<file path="src/rtl/nn_fixed_pkg.sv">
// rtl/nn_fixed_pkg.sv - shared fixed-point types, activation encodings and saturation helper
package nn_fixed_pkg;

    typedef enum logic [1:0] {
        ACT_NONE  = 2'd0,
        ACT_RELU  = 2'd1,
        ACT_LEAKY = 2'd2,
        ACT_HSIG  = 2'd3
    } act_sel_e;

    localparam int FRAC_BITS_DEF = 8;

    // Clamp a wide signed value into the signed range of a dw-bit word.
    function automatic logic signed [63:0] saturate(input logic signed [63:0] v, input int dw);
        logic signed [63:0] hi;
        logic signed [63:0] lo;
        hi = (64'sd1 <<< (dw - 1)) - 64'sd1;
        lo = -(64'sd1 <<< (dw - 1));
        if (v > hi) begin
            saturate = hi;
        end else if (v < lo) begin
            saturate = lo;
        end else begin
            saturate = v;
        end
    endfunction

endpackage

</file>
<file path="src/rtl/bias_activation_stage_if.sv">
// rtl/bias_activation_stage_if.sv - accumulator input, bias ROM and result output signals
interface bias_activation_stage_if #(
    parameter int ACC_WIDTH  = 32,
    parameter int DATA_WIDTH = 16,
    parameter int ADDR_WIDTH = 7
);
    logic                         in_valid;
    logic                         in_ready;
    logic signed [ACC_WIDTH-1:0]  in_data;

    logic                         bias_rd_en;
    logic [ADDR_WIDTH-1:0]        bias_addr;
    logic signed [DATA_WIDTH-1:0] bias_data;

    logic                         out_valid;
    logic                         out_ready;
    logic signed [DATA_WIDTH-1:0] out_data;
    logic                         out_sat;
    logic                         out_last;

    // Stage view: consumes accumulators and bias words, produces results.
    modport slave (
        input  in_valid, in_data, bias_data, out_ready,
        output in_ready, bias_rd_en, bias_addr, out_valid, out_data, out_sat, out_last
    );

    // Environment view: upstream producer, bias ROM and downstream consumer.
    modport master (
        output in_valid, in_data, bias_data, out_ready,
        input  in_ready, bias_rd_en, bias_addr, out_valid, out_data, out_sat, out_last
    );
endinterface

</file>
<file path="src/rtl/activation_unit.sv">
// rtl/activation_unit.sv - combinational activation selection followed by output saturation
module activation_unit
    import nn_fixed_pkg::*;
#(
    parameter int RW          = 34,
    parameter int DATA_WIDTH  = 16,
    parameter int FRAC_BITS   = FRAC_BITS_DEF,
    parameter int LEAKY_SHIFT = 3
) (
    input  logic signed [RW-1:0]         r,
    input  act_sel_e                     act,
    output logic signed [DATA_WIDTH-1:0] y,
    output logic                         sat
);

    localparam logic signed [RW-1:0] HALF = RW'(2 ** (FRAC_BITS - 1));
    localparam logic signed [RW-1:0] ONE  = RW'(2 ** FRAC_BITS);

    logic signed [RW-1:0] a;
    logic signed [RW-1:0] hs;
    logic signed [63:0]   wide;
    logic signed [63:0]   clip;

    // Apply the selected activation at full width, then clip to the output word.
    always_comb begin
        hs = (r >>> 2) + HALF;
        a  = r;
        case (act)
            ACT_RELU:  a = r[RW-1] ? '0 : r;
            ACT_LEAKY: a = r[RW-1] ? (r >>> LEAKY_SHIFT) : r;
            ACT_HSIG: begin
                if (hs < 0) begin
                    a = '0;
                end else if (hs > ONE) begin
                    a = ONE;
                end else begin
                    a = hs;
                end
            end
            default:   a = r;
        endcase
        wide = {{(64 - RW){a[RW-1]}}, a};
        clip = saturate(wide, DATA_WIDTH);
        y    = clip[DATA_WIDTH-1:0];
        sat  = (clip != wide);
    end

endmodule

</file>
<file path="src/rtl/bias_activation_stage.sv">
// rtl/bias_activation_stage.sv - bias add, round/requantise, activation and saturation stream stage
module bias_activation_stage
    import nn_fixed_pkg::*;
#(
    parameter int OUTPUT_WIDTH = 128,
    parameter int DATA_WIDTH   = 16,
    parameter int FRAC_BITS    = FRAC_BITS_DEF,
    parameter int ACC_WIDTH    = 32,
    parameter int LEAKY_SHIFT  = 3,
    parameter int ADDR_WIDTH   = (OUTPUT_WIDTH > 1) ? $clog2(OUTPUT_WIDTH) : 1
) (
    input  logic                    clk,
    input  logic                    rst,
    input  logic [1:0]              act_sel,
    bias_activation_stage_if.slave  bus,
    output logic                    done
);

    localparam int                    RW       = ACC_WIDTH + 2;
    localparam logic [ADDR_WIDTH-1:0] LAST_IDX = ADDR_WIDTH'(OUTPUT_WIDTH - 1);
    localparam logic signed [RW-1:0]  RND      = RW'(2 ** (FRAC_BITS - 1));

    logic en;
    logic accept;

    logic [ADDR_WIDTH-1:0]        idx_q, idx_d;
    act_sel_e                     act_q, act_d;
    logic                         s1_valid_q, s1_valid_d;
    logic signed [ACC_WIDTH-1:0]  s1_acc_q, s1_acc_d;
    logic                         s1_last_q, s1_last_d;
    logic                         bias_pend_q, bias_pend_d;
    logic signed [DATA_WIDTH-1:0] bias_hold_q, bias_hold_d;
    logic                         out_valid_q, out_valid_d;
    logic signed [DATA_WIDTH-1:0] out_data_q, out_data_d;
    logic                         out_sat_q, out_sat_d;
    logic                         out_last_q, out_last_d;

    logic signed [DATA_WIDTH-1:0] bias_eff;
    logic signed [RW-1:0]         acc_ext;
    logic signed [RW-1:0]         bias_ext;
    logic signed [RW-1:0]         sum;
    logic signed [RW-1:0]         r;
    logic signed [DATA_WIDTH-1:0] act_y;
    logic                         act_sat;

    // Whole pipeline advances together whenever the output slot is free or draining.
    always_comb begin
        en             = !out_valid_q || bus.out_ready;
        accept         = bus.in_valid && en;
        bus.in_ready   = en;
        bus.bias_rd_en = accept;
        bus.bias_addr  = idx_q;
        bus.out_valid  = out_valid_q;
        bus.out_data   = out_data_q;
        bus.out_sat    = out_sat_q;
        bus.out_last   = out_last_q;
        done           = out_valid_q && bus.out_ready && out_last_q;
    end

    // Neuron counter, frame-wide activation latch, stage-1 capture and bias hold.
    always_comb begin
        idx_d       = idx_q;
        act_d       = act_q;
        s1_valid_d  = s1_valid_q;
        s1_acc_d    = s1_acc_q;
        s1_last_d   = s1_last_q;
        bias_pend_d = accept;
        bias_hold_d = bias_pend_q ? bus.bias_data : bias_hold_q;
        if (accept) begin
            idx_d = (idx_q == LAST_IDX) ? '0 : idx_q + 1'b1;
            if (idx_q == '0) begin
                act_d = act_sel_e'(act_sel);
            end
        end
        if (en) begin
            s1_valid_d = accept;
            if (accept) begin
                s1_acc_d  = bus.in_data;
                s1_last_d = (idx_q == LAST_IDX);
            end
        end
    end

    // Bias arrives the cycle after the read; afterwards the hold register keeps it through stalls.
    always_comb begin
        bias_eff = bias_pend_q ? bus.bias_data : bias_hold_q;
        acc_ext  = {{2{s1_acc_q[ACC_WIDTH-1]}}, s1_acc_q};
        bias_ext = {{(RW - DATA_WIDTH){bias_eff[DATA_WIDTH-1]}}, bias_eff};
        sum      = acc_ext + (bias_ext <<< FRAC_BITS);
        r        = (sum + RND) >>> FRAC_BITS;
    end

    activation_unit #(
        .RW          (RW),
        .DATA_WIDTH  (DATA_WIDTH),
        .FRAC_BITS   (FRAC_BITS),
        .LEAKY_SHIFT (LEAKY_SHIFT)
    ) u_act (
        .r   (r),
        .act (act_q),
        .y   (act_y),
        .sat (act_sat)
    );

    // Output register: loads on advance, otherwise holds the presented result.
    always_comb begin
        out_valid_d = out_valid_q;
        out_data_d  = out_data_q;
        out_sat_d   = out_sat_q;
        out_last_d  = out_last_q;
        if (en) begin
            out_valid_d = s1_valid_q;
            if (s1_valid_q) begin
                out_data_d = act_y;
                out_sat_d  = act_sat;
                out_last_d = s1_last_q;
            end
        end
    end

    // State registers with synchronous reset that drops everything in flight.
    always_ff @(posedge clk) begin
        if (rst) begin
            idx_q       <= '0;
            act_q       <= ACT_NONE;
            s1_valid_q  <= 1'b0;
            s1_acc_q    <= '0;
            s1_last_q   <= 1'b0;
            bias_pend_q <= 1'b0;
            bias_hold_q <= '0;
            out_valid_q <= 1'b0;
            out_data_q  <= '0;
            out_sat_q   <= 1'b0;
            out_last_q  <= 1'b0;
        end else begin
            idx_q       <= idx_d;
            act_q       <= act_d;
            s1_valid_q  <= s1_valid_d;
            s1_acc_q    <= s1_acc_d;
            s1_last_q   <= s1_last_d;
            bias_pend_q <= bias_pend_d;
            bias_hold_q <= bias_hold_d;
            out_valid_q <= out_valid_d;
            out_data_q  <= out_data_d;
            out_sat_q   <= out_sat_d;
            out_last_q  <= out_last_d;
        end
    end

endmodule
</file>
<file path="src/flat_wrapper.sv">
// flat-port wrapper written by rule: the top's interface ports become plain ports
module bias_activation_stage_flat import nn_fixed_pkg::*;
#(
    parameter int OUTPUT_WIDTH = 128,
    parameter int DATA_WIDTH   = 16,
    parameter int FRAC_BITS    = FRAC_BITS_DEF,
    parameter int ACC_WIDTH    = 32,
    parameter int LEAKY_SHIFT  = 3,
    parameter int ADDR_WIDTH   = (OUTPUT_WIDTH > 1) ? $clog2(OUTPUT_WIDTH) : 1
)
  (clk, rst, act_sel, done, bus_in_valid, bus_in_data, bus_bias_data, bus_out_ready, bus_in_ready, bus_bias_rd_en, bus_bias_addr, bus_out_valid, bus_out_data, bus_out_sat, bus_out_last);
  bias_activation_stage_if #(.ACC_WIDTH(ACC_WIDTH), .DATA_WIDTH(DATA_WIDTH), .ADDR_WIDTH(ADDR_WIDTH)) bus_i ();
  input  logic clk;
  input  logic rst;
  input  logic [1:0] act_sel;
  output logic done;
  input wire logic [$bits(bus_i.in_valid)-1:0] bus_in_valid;
  input wire logic [$bits(bus_i.in_data)-1:0] bus_in_data;
  input wire logic [$bits(bus_i.bias_data)-1:0] bus_bias_data;
  input wire logic [$bits(bus_i.out_ready)-1:0] bus_out_ready;
  output wire logic [$bits(bus_i.in_ready)-1:0] bus_in_ready;
  output wire logic [$bits(bus_i.bias_rd_en)-1:0] bus_bias_rd_en;
  output wire logic [$bits(bus_i.bias_addr)-1:0] bus_bias_addr;
  output wire logic [$bits(bus_i.out_valid)-1:0] bus_out_valid;
  output wire logic [$bits(bus_i.out_data)-1:0] bus_out_data;
  output wire logic [$bits(bus_i.out_sat)-1:0] bus_out_sat;
  output wire logic [$bits(bus_i.out_last)-1:0] bus_out_last;
  assign bus_i.in_valid = bus_in_valid;
  assign bus_i.in_data = bus_in_data;
  assign bus_i.bias_data = bus_bias_data;
  assign bus_i.out_ready = bus_out_ready;
  assign bus_in_ready = bus_i.in_ready;
  assign bus_bias_rd_en = bus_i.bias_rd_en;
  assign bus_bias_addr = bus_i.bias_addr;
  assign bus_out_valid = bus_i.out_valid;
  assign bus_out_data = bus_i.out_data;
  assign bus_out_sat = bus_i.out_sat;
  assign bus_out_last = bus_i.out_last;
  bias_activation_stage #(.OUTPUT_WIDTH(OUTPUT_WIDTH), .DATA_WIDTH(DATA_WIDTH), .FRAC_BITS(FRAC_BITS), .ACC_WIDTH(ACC_WIDTH), .LEAKY_SHIFT(LEAKY_SHIFT), .ADDR_WIDTH(ADDR_WIDTH)) u_core (.clk(clk), .rst(rst), .act_sel(act_sel), .bus(bus_i), .done(done));
endmodule
</file>
<file path="config.mk">
export PLATFORM = sky130hd
export DESIGN_NAME = bias_activation_stage_flat
export DESIGN_NICKNAME = d
export VERILOG_FILES = /design/src/rtl/nn_fixed_pkg.sv /design/src/rtl/bias_activation_stage_if.sv /design/src/rtl/activation_unit.sv /design/src/rtl/bias_activation_stage.sv /design/src/flat_wrapper.sv
export SDC_FILE = /design/constraint.sdc
export NUM_CORES = 1
export LEC_CHECK = 0
export CAP_MARGIN = 5
export CORE_MARGIN = 10
export CORE_UTILIZATION = 45
export CTS_CLUSTER_DIAMETER = 60
export DETAILED_ROUTE_END_ITERATION = 8
export PLACE_DENSITY_LB_ADDON = 0.25
export SYNTH_ARGS = -nofsm -noshare
export SYNTH_HDL_FRONTEND = slang
export SYNTH_SLANG_ARGS = --single-unit
export TNS_END_PERCENT = 5
</file>
<file path="constraint.sdc">
create_clock -name clk -period 7.85 [get_ports clk]
set_input_delay 2.355 -clock clk [delete_from_list [all_inputs] [get_ports clk]]
set_output_delay 2.355 -clock clk [all_outputs]
set_load 0.005 [all_outputs]
</file>
== After elaboration in Yosys (flattened, before gate mapping) ==
Index checks and enable logic that the tools add are counted.
Widths: inputs -> output; s select.
Storage, ports and cells
  memory bits (read-only): 0
  latch bits: 0
  word-level logic and storage cells: 42
  bits in registers: 79
  memories kept: 0
  output and inout bits: 29
  input bits: 54
  memory bits (writable): 0
Cells by class
  magnitude comparators: 4
  $mul: 0
  multiplexer cells: 9
  add/sub/neg operators: 4
  reduce and logical (&&, ||, !) cells: 9
  shift-type cells: 0
  bitwise gates (word level): 0
  divide/modulo/power cells: 0
  equal/unequal tests: 5
Operators with widths (count)
  $mux 64: 2
  $mux 34: 3
  $pmux 34 s3: 1
  $ne 64x34->1: 1
  $add 33x9->34 const B: 1
  $gt 34x16->1 const B: 1
  $lt 34x16->1 const B: 1
  $add 32x24->33: 1
  $add 24x9->25 const B: 1
  $gt 25x10->1 const B: 1
  $lt 25x1->1 const B: 1
  $mux 25: 1
  $mux 16: 1
  $add 7x1->7 const B: 1
  $eq 7x7->1 const B: 1
  $logic_not 7->1: 1
  $mux 7: 1
  $reduce_and 2->1: 3
  $eq 2x2->1 const B: 2
  $logic_and 1x1->1: 3
  $eq 2x1->1 const B: 1
  $logic_not 1->1: 1
  $logic_or 1x1->1: 1

== Depth between registers and ports, before layout ==
Gate-level depths: netlist of run 1.
  word-level depth: 12
  gate-level depth with buffers: 24
  gate-level depth less buffers: 18

== Cells and area by module ==
From an unflattened synthesis of run 1, not the netlist that was laid out.
Second synthesis, totals
  cell total of the unflattened synthesis: 742
  area total of the unflattened synthesis: 5584.1 um2
By module, submodules not included
  bias_activation_stage: cells each 493, seq. area each 1441.4 um2, area each 3982.6 um2, times used 1
  activation_unit: cells each 249, seq. area each 0.0 um2, area each 1601.5 um2, times used 1

== Least setup slack after synthesis of run 1 ==
No wires, ideal clock.
  kind: input port to flip-flop
  start: in bus_bias_data[15]
  end: reg u_core.out_data_q[7], in the netlist u_core.bus.out_data[7]
  slack: 1289 ps
  path buffers: 3
  setup time: 87 ps
  required time: 7763 ps
  stages: 20
  arrival time: 6474 ps
  cell sequence: mux2_2 ha_1 a21o_1 a21o_1 a211o_1 or3_1 buf_2 a21o_1 nor2_1 nand2_1 clkbuf_1 o32ai_1 nand2_1 nor4_1 nand2_1 ha_1 buf_2 a21oi_1 o21ai_0 o31ai_1
Between the ends
  cells in the longest elaborated chain, start to end: 11
  elaborated cells between the ends (all ways): 15
  those cells by class: 3 x add/sub; 4 x order compare; 8 x mux
RTL lines
  start, declared: line flat_wrapper.sv:19  | input wire logic [$bits(bus_i.bias_data)-1:0] bus_bias_data;
  $mux 16 (*)
  $add 32x24->33 (*): line bias_activation_stage.sv:89  | sum = acc_ext + (bias_ext <<< FRAC_BITS);
  $add 33x9->34 (*): line bias_activation_stage.sv:90  | r = (sum + RND) >>> FRAC_BITS;
  $add 24x9->25: line activation_unit.sv:26  | hs = (r >>> 2) + HALF;
  $gt 25x10->1: line activation_unit.sv:34  | end else if (hs > ONE) begin
  $mux 34: line activation_unit.sv:34
  $mux 34: line activation_unit.sv:32  | if (hs < 0) begin
  $pmux 34 s3 (*): line activation_unit.sv:28  | case (act)
  $lt 34x16->1: line nn_fixed_pkg.sv:21  | end else if (v < lo) begin
  $mux 64: line nn_fixed_pkg.sv:21
  $mux 64 (*): line nn_fixed_pkg.sv:19  | if (v > hi) begin
  end signal, assigned: line bias_activation_stage.sv:144  | out_data_q <= out_data_d;
  end, declared: line bias_activation_stage.sv:34  | logic signed [DATA_WIDTH-1:0] out_data_q, out_data_d;
Every way passes the cells marked *; elsewhere a longest branch is shown, timed or not.
A chain may end at the register's enable or synchronous reset.

== Worst setup path after layout of run 1 ==
  start: in bus_bias_data[15]
  end: reg u_core.out_data_q[1], in the netlist u_core.bus.out_data[1]
Between the ends
  cells in the longest elaborated chain, start to end: 11
  elaborated cells between the ends (all ways): 15
  those cells by class: 3 x add/sub; 4 x order compare; 8 x mux
RTL lines
  $mux 16 (*)
  named net u_core.bias_eff[15]: line bias_activation_stage.sv:38  | logic signed [DATA_WIDTH-1:0] bias_eff;
  $add 32x24->33 (*): line bias_activation_stage.sv:89
  $add 33x9->34 (*): line bias_activation_stage.sv:90
  $add 24x9->25: line activation_unit.sv:26
  $gt 25x10->1: line activation_unit.sv:34
  $mux 34: line activation_unit.sv:34
  $mux 34: line activation_unit.sv:32
  $pmux 34 s3 (*): line activation_unit.sv:28
  $lt 34x16->1: line nn_fixed_pkg.sv:21
  $mux 64: line nn_fixed_pkg.sv:21
  $mux 64 (*): line nn_fixed_pkg.sv:19
Mark *: on every way through the listed nets, which the timed path passes. The rest lies on a longest branch.

==> results.yml, run 1 <==
outcome:
  status: "finished, final reports clean"
placed_design:
  dpl-instance-area_mm2: 0.006479
  portBuffers: 75
  place_ws_ps: 476.0
  post-dp-hpwl_um: 13240
  place.gp.congestion: 0.9436
  post-place-cells: 949
clock_network:
  clock_insertion_delay_worst_skew_ps: 340
  clock_tree.htree_level_count: 3
  post-cts-setup-buffer-count: 0
  cts_resized: 0
  path_clk_slew_ps: 60
  number_of_clock_buffers_inserted_by_tritoncts: 9
  tritoncts: "built"
  clock_path_buffers: 2
  cts.sink_count: 72
  cts_hold_repair.buffers: 0
  root_buffer: "clkbuf_16"
die:
  floorplan.core_area_mm2: 0.01211
  start_util: 0.4625
  dieArea_mm2: 0.01731
  top_level_ports: 83
  chipHeight_um: 131.6
  die_width_um: 131.6
  floorplan.rows: 40
timing:
  fin_ws_ps: 746.9
  finalMaxSlewViolations: 0
  finalSetupViolations: 0
  fin_skew_ps: 5.239
  timing.setup.tns_ps: 0
  rsz_0062_raised_after_global_routing: "false"
  final_hold_viol_count: 0
  max_freq_mhz: 140.8
  hold-worst-slack_ps: 455.6
  final_period_minus_worst_setup_slack_ps: 7103
  relSlewSlack: 0.4856
  tightestPinTransition_ps: 770.5
  layout_worst_path_cycle_share: 0.9048
routing:
  via_count: 5698
  antenna_left: 0
  finalWirelength_um: 16810
  wl_per_cell_um: 17.42
  drcViolationCount: 0
  first_iter_violations: 465
  post_drt_via_cell_ratio: 5.905
  first_pass_iters: 5
synth:
  syn_avg_cell_area_um2: 7.652
  synth_fp_nets: 815
  synth_top_area_share: 0.2573
  syn_area_mm2: 0.005602
  cell_taking_the_most_area_after_synthesis: "dfxtp_1"
  async_flop_share: 0
  postSynthRegisterBits: 72
  yosysWarnings: 0
  synthTopCellsByArea: "dfxtp_1 (26%), nand2_1 (7.6%), ha_1 (6.3%)"
  ys_seq_area_frac: 0.2573
  synth_edf_count: 0
  synth_cells: 732
  number_of_distinct_library_cells_after_synthesis: 80
  yosys_most_used_dff: "dfxtp_1"
grt:
  grt_start_max_net_pins: 72
  number_of_global_route_vias_before_repair: 5600
  grt_first_pass_wirelength_um: 28350
  number_of_antenna_violations_at_the_first_check_in_global_routing: 0
  gr-usage-all-layers: 0.1918
  grt-ovfl-total: 0
setup_path:
  timing.critical_path.to_type: "register"
  regToRegStartpoint: "u_core.bias_pend_q"
  worstSetupStartpoint: "bus_bias_data[15]"
  critPathRequiredTime_ps: 8100
  cp.arrival_ps: 7350
  timing.setup.critical_path_class: "in -> reg"
  path_max_fanout: 11
  setup.worst_path.start_class: "input pin"
run:
  maxCapViolations: 0
power:
  leakage_nw: 2.584
  ir_worst_vdd_mv: 0.08002
  power.density_mw_per_mm2: 175.5
min_path:
  worstHoldStart: "u_core.s1_last_q"
  min-delay-path-class: "reg -> reg"
final_layout:
  insertedDiodeCount: 0
  layout.cell_area.non_filler_mm2: 0.006775
  layout-drive-gt1-share: 0.1016
  instances_no_fill: 965
  fin_nets: 875
  signed_area_change_from_the_synthesized_netlist_to_the_final_layout_pct: 20.95
worst max-delay path, cell delays in order:
cell	delay [ps]
clkdlybuf4s50_1	400
mux2_2	370
ha_1	440
a21o_1	240
a21o_1	180
a211o_1	300
or3_1	430
a311oi_1	330
buf_4	190
nand2_1	80
o31ai_1	210
nand2_1	80
nor4_1	310
nand2_1	110
ha_1	470
or4_1	620
o32a_1	180
o31ai_1	60
cell usage after synthesis, drive strengths merged, types with 4 or more instances:
master	n
nand2b	7
ha	28
mux2	16
nand4	19
o31ai	12
buf	20
a211o	7
o221ai	4
nor2b	20
inv	16
mux2i	4
nand3	17
o21ai	30
clkbuf	23
nor4	9
and2	11
nor3	20
o21a	4
dfxtp	72
nor2	54
or3	5
a21o	14
o22ai	10
xor2	14
a211oi	16
and3	11
nand2	113
o211ai	14
a21oi	71
or4	4
and4	5
a31oi	4
xnor2	9
state kept, by name (all words and copies together), names as in the netlist, 2 cells and up:
| register | count |
|---|---|
| u_core.bias_hold_q | 16 |
| u_core.s1_acc_q | 25 |
| u_core.bus.bias_addr | 7 |
| u_core.act_q | 2 |
| u_core.bus.out_data | 16 |
metal layers:
layer | global-route usage | share of wire | vias up
met1 | 0.2528 | 0.46 | 2691
met2 | 0.3129 | 0.47 | 179
met5 | 0 | 0 | -
met3 | 0.03811 | 0.057 | 18
li1 | - | - | 2810
met4 | 0.04635 | 0.012 | 0
layout make-up:
cell class | instances | area (um2)
Timing Repair Buffer | 92 | 873.3
Fill cell | 1179 | 5336
Inverter | 16 | 60.06
Clock buffer | 10 | 229.0
Tap cell | 168 | 210.2
Sequential cell | 72 | 1441
Clock inverter | 6 | 67.56
Multi-Input combinational cell | 601 | 3894
logic make-up (layout without fill, tap and decap cells):
| group | Yosys count | count (layout) | share of synthesized area |
|---|---|---|---|
| adders and majority gates | 30 | 30 | 0.06790 |
| DFF | 72 | 72 | 0.2573 |
| buffers and inverters | 59 | 124 | 0.04758 |
| muxes | 20 | 20 | 0.03931 |
| and+or+nand+nor | 306 | 306 | 0.2716 |
| xor gates and xnor gates | 23 | 23 | 0.03596 |
| AOI/OAI and AO/OA | 222 | 222 | 0.2803 |
layout by cell type, fill, tap and decap left out, drive strengths merged, types with 4 or more instances in the layout:
cell / synthesis / layout
a211o: 7 / 7
a211oi: 16 / 16
a21o: 14 / 14
a21oi: 71 / 71
a31oi: 4 / 4
and2: 11 / 11
and3: 11 / 11
and4: 5 / 5
buf: 20 / 18
clkbuf: 23 / 10
clkdlybuf4s50: 0 / 74
dfxtp: 72 / 72
ha: 28 / 28
inv: 16 / 18
mux2: 16 / 16
mux2i: 4 / 4
nand2: 113 / 113
nand2b: 7 / 7
nand3: 17 / 17
nand4: 19 / 19
nor2: 54 / 54
nor2b: 20 / 20
nor3: 20 / 20
nor4: 9 / 9
o211ai: 14 / 14
o21a: 4 / 4
o21ai: 30 / 30
o221ai: 4 / 4
o22ai: 10 / 10
o31ai: 12 / 12
or3: 5 / 5
or4: 4 / 4
xnor2: 9 / 9
xor2: 14 / 14
path summary, 6_finish.rpt:
kind | depth (start not counted) | endpoint | slack (ps)
setup / recovery | 18 | u_core.bus.out_data[1] | 750
hold / removal | 2 | u_core.bus.out_last | 460
setup reg to reg | 17 | u_core.bus.out_data[1] | 2190
hold reg to reg | 2 | u_core.bus.out_last | 460
report_power, final:
part	internal (mW)	switching, mW
clock	0.248	0.166
combinational	0.155	0.212
sequential	0.389	0.0190
total	0.792	0.397
per-stage QoR:
stage / util / power, mW
after detailed placement: 0.5349 / 0.7779
after floorplan: - / 0.6567
final: 0.5594 / 1.189
after global routing: 0.5594 / 1.252
after CTS: 0.5594 / 1.194
after global placement: 0.5349 / 0.7727
Note: power is estimated with default switching activity, not from simulation.
==> run 2: changes to the inputs <==
clock period = 9.08 ns   (was 7.85 ns; I/O delays follow)
==> results.yml, run 2 (synthesized netlist as in run 1, its figures left out) <==
final_layout:
  signed_area_change_from_the_synthesized_netlist_to_the_final_layout_pct: 19.08
  final_common_cell: "nand2_1"
  largest_reg_flops: 25
  fin_nets: 865
  layout.core_utilization: 0.5507
  final.fill_count: 1202
  layout.cells.most_common_list: "nand2_1 (113), clkdlybuf4s50_1 (74), dfxtp_1 (72)"
  layout-drive-gt1-share: 0.08895
  largest-register: "u_core.s1_acc_q"
  insertedDiodeCount: 0
placed_design:
  portBuffers: 75
  post-dp-hpwl_um: 12920
  place.gp.congestion: 0.9312
die:
  top_level_ports: 83
  die_width_um: 131.6
  floorplan.core_area_mm2: 0.01211
  floorplan.rows: 40
  dieArea_mm2: 0.01731
  start_util: 0.4625
  chipHeight_um: 131.6
power:
  leakage_nw: 2.520
  ir_worst_vdd_mv: 0.07374
  power.density_mw_per_mm2: 148.1
clock_network:
  root_buffer: "clkbuf_16"
  clock_insertion_delay_worst_skew_ps: 340
  path_clk_slew_ps: 50
  cts.sink_count: 72
  tritoncts: "built"
  clock_path_buffers: 2
  post-cts-setup-buffer-count: 0
  clock_tree.htree_level_count: 3
  cts_resized: 0
  number_of_clock_buffers_inserted_by_tritoncts: 9
  cts_hold_repair.buffers: 0
setup_path:
  timing.critical_path.to_type: "register"
  reg2regPathDepth: 17
  setup.worst_path.start_class: "input pin"
  critPathRequiredTime_ps: 9310
  cp.arrival_ps: 8180
  timing.setup.critical_path_class: "in -> reg"
  path_max_fanout: 15
outcome:
  status: "finished, final reports clean"
grt:
  grt-ovfl-total: 0
  number_of_antenna_violations_at_the_first_check_in_global_routing: 0
  grtUsageMet3: 0.03468
  number_of_global_route_vias_before_repair: 5582
  gr-usage-all-layers: 0.1867
  grt_first_pass_wirelength_um: 27660
  grt_start_max_net_pins: 72
  met1_usage: 0.2436
  groute.layer.met2.usage: 0.3082
  most_crowded_layer_after_global_routing: "met2"
min_path:
  min-delay-path-class: "reg -> reg"
  worst_hold_path.num_cells: 2
run:
  maxCapViolations: 0
timing:
  layout_worst_path_cycle_share: 0.8756
  finalMaxSlewViolations: 0
  relSlewSlack: 0.4801
  hold-worst-slack_ps: 457.2
  final_hold_viol_count: 0
  finalSetupViolations: 0
  timing.setup.tns_ps: 0
  tightestPinTransition_ps: 778.8
  final_period_minus_worst_setup_slack_ps: 7951
  fin_skew_ps: 6.903
  rsz_0062_raised_after_global_routing: "false"
  max_freq_mhz: 125.8
routing:
  wl_per_cell_um: 17.34
  drcViolationCount: 0
  first_iter_violations: 450
  first_pass_iters: 5
  antenna_left: 0
  via_count: 5619
  finalWirelength_um: 16560
  post_drt_via_cell_ratio: 5.884
-- run 2: changes by cell type in the layout (fill, tap and decap cells not counted), sizes merged --
cell	previous run	this run
buf	18	8
clkinv	1	3
bufinv	1	0
inv	18	16
clkbuf	10	11
-- run 2: where the power goes --
part | leakage [nW] | internal, mW | switching, mW | total [mW]
clock | 0.126 | 0.184 | 0.141 | 0.326
combinational | 1.80 | 0.129 | 0.180 | 0.309
sequential | 0.591 | 0.336 | 0.0164 | 0.353
total | 2.52 | 0.650 | 0.338 | 0.988
-- run 2: final timing paths --
check | start | to | slack, ps
worst min-delay path | u_core.s1_last_q | u_core.bus.out_last | 460
worst max-delay path | bus_bias_data[15] | u_core.bus.out_data[5] | 1130
worst min register to register | u_core.s1_last_q | u_core.bus.out_last | 460
worst max register to register | u_core.bias_pend_q | u_core.bus.out_data[5] | 2940
-- run 2: cell type report --
class,instances,area (um2),area share
clock buffers,11,232.7,0.03489
clock inverters,5,33.78,0.005065
inverters,16,60.06,0.009004
multi-input cells,601,3894,0.5838
flip-flops and latches,72,1441,0.2161
well taps,168,210.2,0.03151
repair buffers,82,798.3,0.1197
-- run 2: worst max-delay path, stage by stage --
cell             delay (ps)
clkdlybuf4s50_1         410
mux2_2                  380
ha_1                    510
a21oi_1                 280
o21ai_0                 250
a211o_1                 360
or3_1                   440
a21o_1                  240
nor2_1                  220
nand2_1                 350
o32ai_1                 240
nand2_1                  80
nor4_1                  290
nand2_1                 110
ha_1                    440
a21oi_1                 410
o21ai_0                 160
o31ai_1                 270
-- run 2: stage by stage --
| step | total power [mW] | std cells | setup slack (ps) | area [um2] |
|---|---|---|---|---|
| after floorplan | 0.5677 | 732 | 2150 | 5602 |
| after global placement | 0.6591 | 939 | 928.2 | 6404 |
| after detailed placement | 0.6643 | 939 | 863.9 | 6404 |
| after CTS | 0.9880 | 955 | 1188 | 6670 |
| after global routing | 1.040 | 955 | 602.5 | 6670 |
| final | 0.9877 | 955 | 1129 | 6670 |
-- run 2: metal layers --
metal,wire length (um),share of wire,vias to the layer above
met5,0,0,-
met4,161,0.0097,0
met3,819,0.049,13
met2,7758,0.47,131
met1,7821,0.47,2675
li1,-,-,2800
==> run 3: changes to the inputs <==
ABC_CLOCK_PERIOD_IN_PS = 9080   (was default)
MAX_ROUTING_LAYER = met4   (was default)
==> results.yml, run 3 (synthesized netlist as in run 1, its figures left out) <==
power:
  fin_total_pwr_mw: 1.048
  register_share_of_total_power: 0.337
  power.share.switching: 0.3258
  power.density_mw_per_mm2: 155.9
  power_switching_uw: 341.3
  leakage_nw: 2.551
  ir_worst_vdd_mv: 0.09140
  p_int_uw: 706.4
  power.share.combinational: 0.296
  power.share.clock: 0.368
run:
  maxCapViolations: 0
final_layout:
  layout-drive-gt1-share: 0.09033
  signed_area_change_from_the_synthesized_netlist_to_the_final_layout_pct: 19.97
  insertedDiodeCount: 0
  largest-register: "u_core.s1_acc_q"
  layout.cells.most_common_list: "nand2_1 (113), clkdlybuf4s50_1 (74), dfxtp_1 (72)"
  largest_reg_flops: 25
  final_common_cell: "nand2_1"
  final.fill_count: 1188
  layout.core_utilization: 0.5549
  fin_nets: 865
  multi_input_area_mm2: 0.003894
  seqCellArea_mm2: 0.001441
die:
  die_width_um: 131.6
  chipHeight_um: 131.6
  floorplan.core_area_mm2: 0.01211
  top_level_ports: 83
  floorplan.rows: 40
  dieArea_mm2: 0.01731
  start_util: 0.4625
grt:
  number_of_global_route_vias_before_repair: 5467
  grt_start_max_net_pins: 72
  gr-usage-all-layers: 0.1924
  grt-ovfl-total: 0
  number_of_antenna_violations_at_the_first_check_in_global_routing: 0
  grt_first_pass_wirelength_um: 27650
clock_network:
  cts_hold_repair.buffers: 0
  cts.sink_count: 72
  cts_resized: 0
  path_clk_slew_ps: 60
  root_buffer: "clkbuf_16"
  post-cts-setup-buffer-count: 0
  clock_insertion_delay_worst_skew_ps: 340
  number_of_clock_buffers_inserted_by_tritoncts: 9
  clock_tree.htree_level_count: 3
  tritoncts: "built"
  clock_path_buffers: 2
setup_path:
  critical-path-max-stage-delay_ps: 600
  critical-path-top-cell-by-count: "nand2_1"
  path_max_fanout: 15
  cp_cell_sequence: "clkdlybuf4s50_1, mux2_2, ha_1, a21oi_1, o21ai_0, a211o_1, or3_1, a21o_1, nor2_1, nand2_1, o32ai_1, nand2_1, nor4_1, nand2_1, ha_1, or4_1, o32a_1, o31ai_1"
  critPathRequiredTime_ps: 9330
  setup.worst_path.start_class: "input pin"
  crit_path_top_delay_cell: "or4_1"
  timing.critical_path.to_type: "register"
  cp.buffers_inverters: 1
  cp.arrival_ps: 8260
  cp_top_family: "simple AND/OR/NAND/NOR gates"
  timing.setup.critical_path_class: "in -> reg"
timing:
  fin_skew_ps: 10.46
  final_hold_viol_count: 0
  finalMaxSlewViolations: 0
  tightestPinTransition_ps: 804.7
  timing.setup.tns_ps: 0
  rsz_0062_raised_after_global_routing: "false"
  final_period_minus_worst_setup_slack_ps: 8012
  relSlewSlack: 0.4617
  layout_worst_path_cycle_share: 0.8824
  finalSetupViolations: 0
  max_freq_mhz: 124.8
placed_design:
  post-dp-hpwl_um: 13020
  portBuffers: 75
  place.gp.congestion: 0.9284
routing:
  finalWirelength_um: 16650
  antenna_left: 0
  via_count: 5706
  post_drt_via_cell_ratio: 5.981
  first_iter_violations: 518
  wl_per_cell_um: 17.46
  drcViolationCount: 0
  first_pass_iters: 6
outcome:
  status: "finished, final reports clean"
min_path:
  min-delay-path-class: "reg -> reg"
[run 3: cell count changes in the layout (fill, tap and decap cells not counted)]
cell        change
clkbuf_1        -2
clkinvlp_4      -2
clkinv_2        -1
inv_6           +2
bufinv_16       +2
[run 3: power by group through the flow]
stage                     logic (mW)  registers [mW]  clock network [mW]
final                          0.310           0.353               0.385
after CTS                      0.308           0.353               0.390
after detailed placement       0.306           0.360                   0
after global routing           0.341           0.356               0.404
after floorplan                0.215           0.353                   0
after global placement         0.303           0.359                   0
[run 3: area by class of cell]
class | count | area share
clock buffers | 9 | 0.03351
clock inverters | 6 | 0.01359
inverters | 16 | 0.008937
multi-input cells | 601 | 0.5794
flip-flops and latches | 72 | 0.2145
well taps | 168 | 0.03128
repair buffers | 82 | 0.1188
[run 3: worst paths after layout]
path,from,to,slack (ps),depth (start not counted)
setup reg to reg,u_core.bias_pend_q,u_core.bus.out_data[1],2880,17
hold / removal,u_core.s1_last_q,u_core.bus.out_last,460,2
hold reg to reg,u_core.s1_last_q,u_core.bus.out_last,460,2
setup / recovery,bus_bias_data[15],u_core.bus.out_data[1],1070,18
[run 3: through the flow]
stage	area, um2	instances	hold slack [ps]	worst slack [ps]
2_1_floorplan	5602	732	432.1	2150
3_3_place_gp	6404	939	448.2	886.7
3_5_place_dp	6404	939	449.4	806.2
4_1_cts	6720	954	458.7	1159
5_1_grt	6720	954	477.2	642.7
6_report	6720	954	457.5	1068
[run 3: metal layers]
layer | vias up | track usage | share of wire
met4 | 0 | 0.05253 | 0.013
met2 | 184 | 0.3043 | 0.46
met3 | 21 | 0.02591 | 0.045
met1 | 2698 | 0.2518 | 0.48
met5 | - | - | 0
li1 | 2803 | - | -
[run 3: worst min-delay path, stage by stage (launching register included)]
cell,delay (ps)
dfxtp_1,310
nand2_1,50
a21oi_1,50
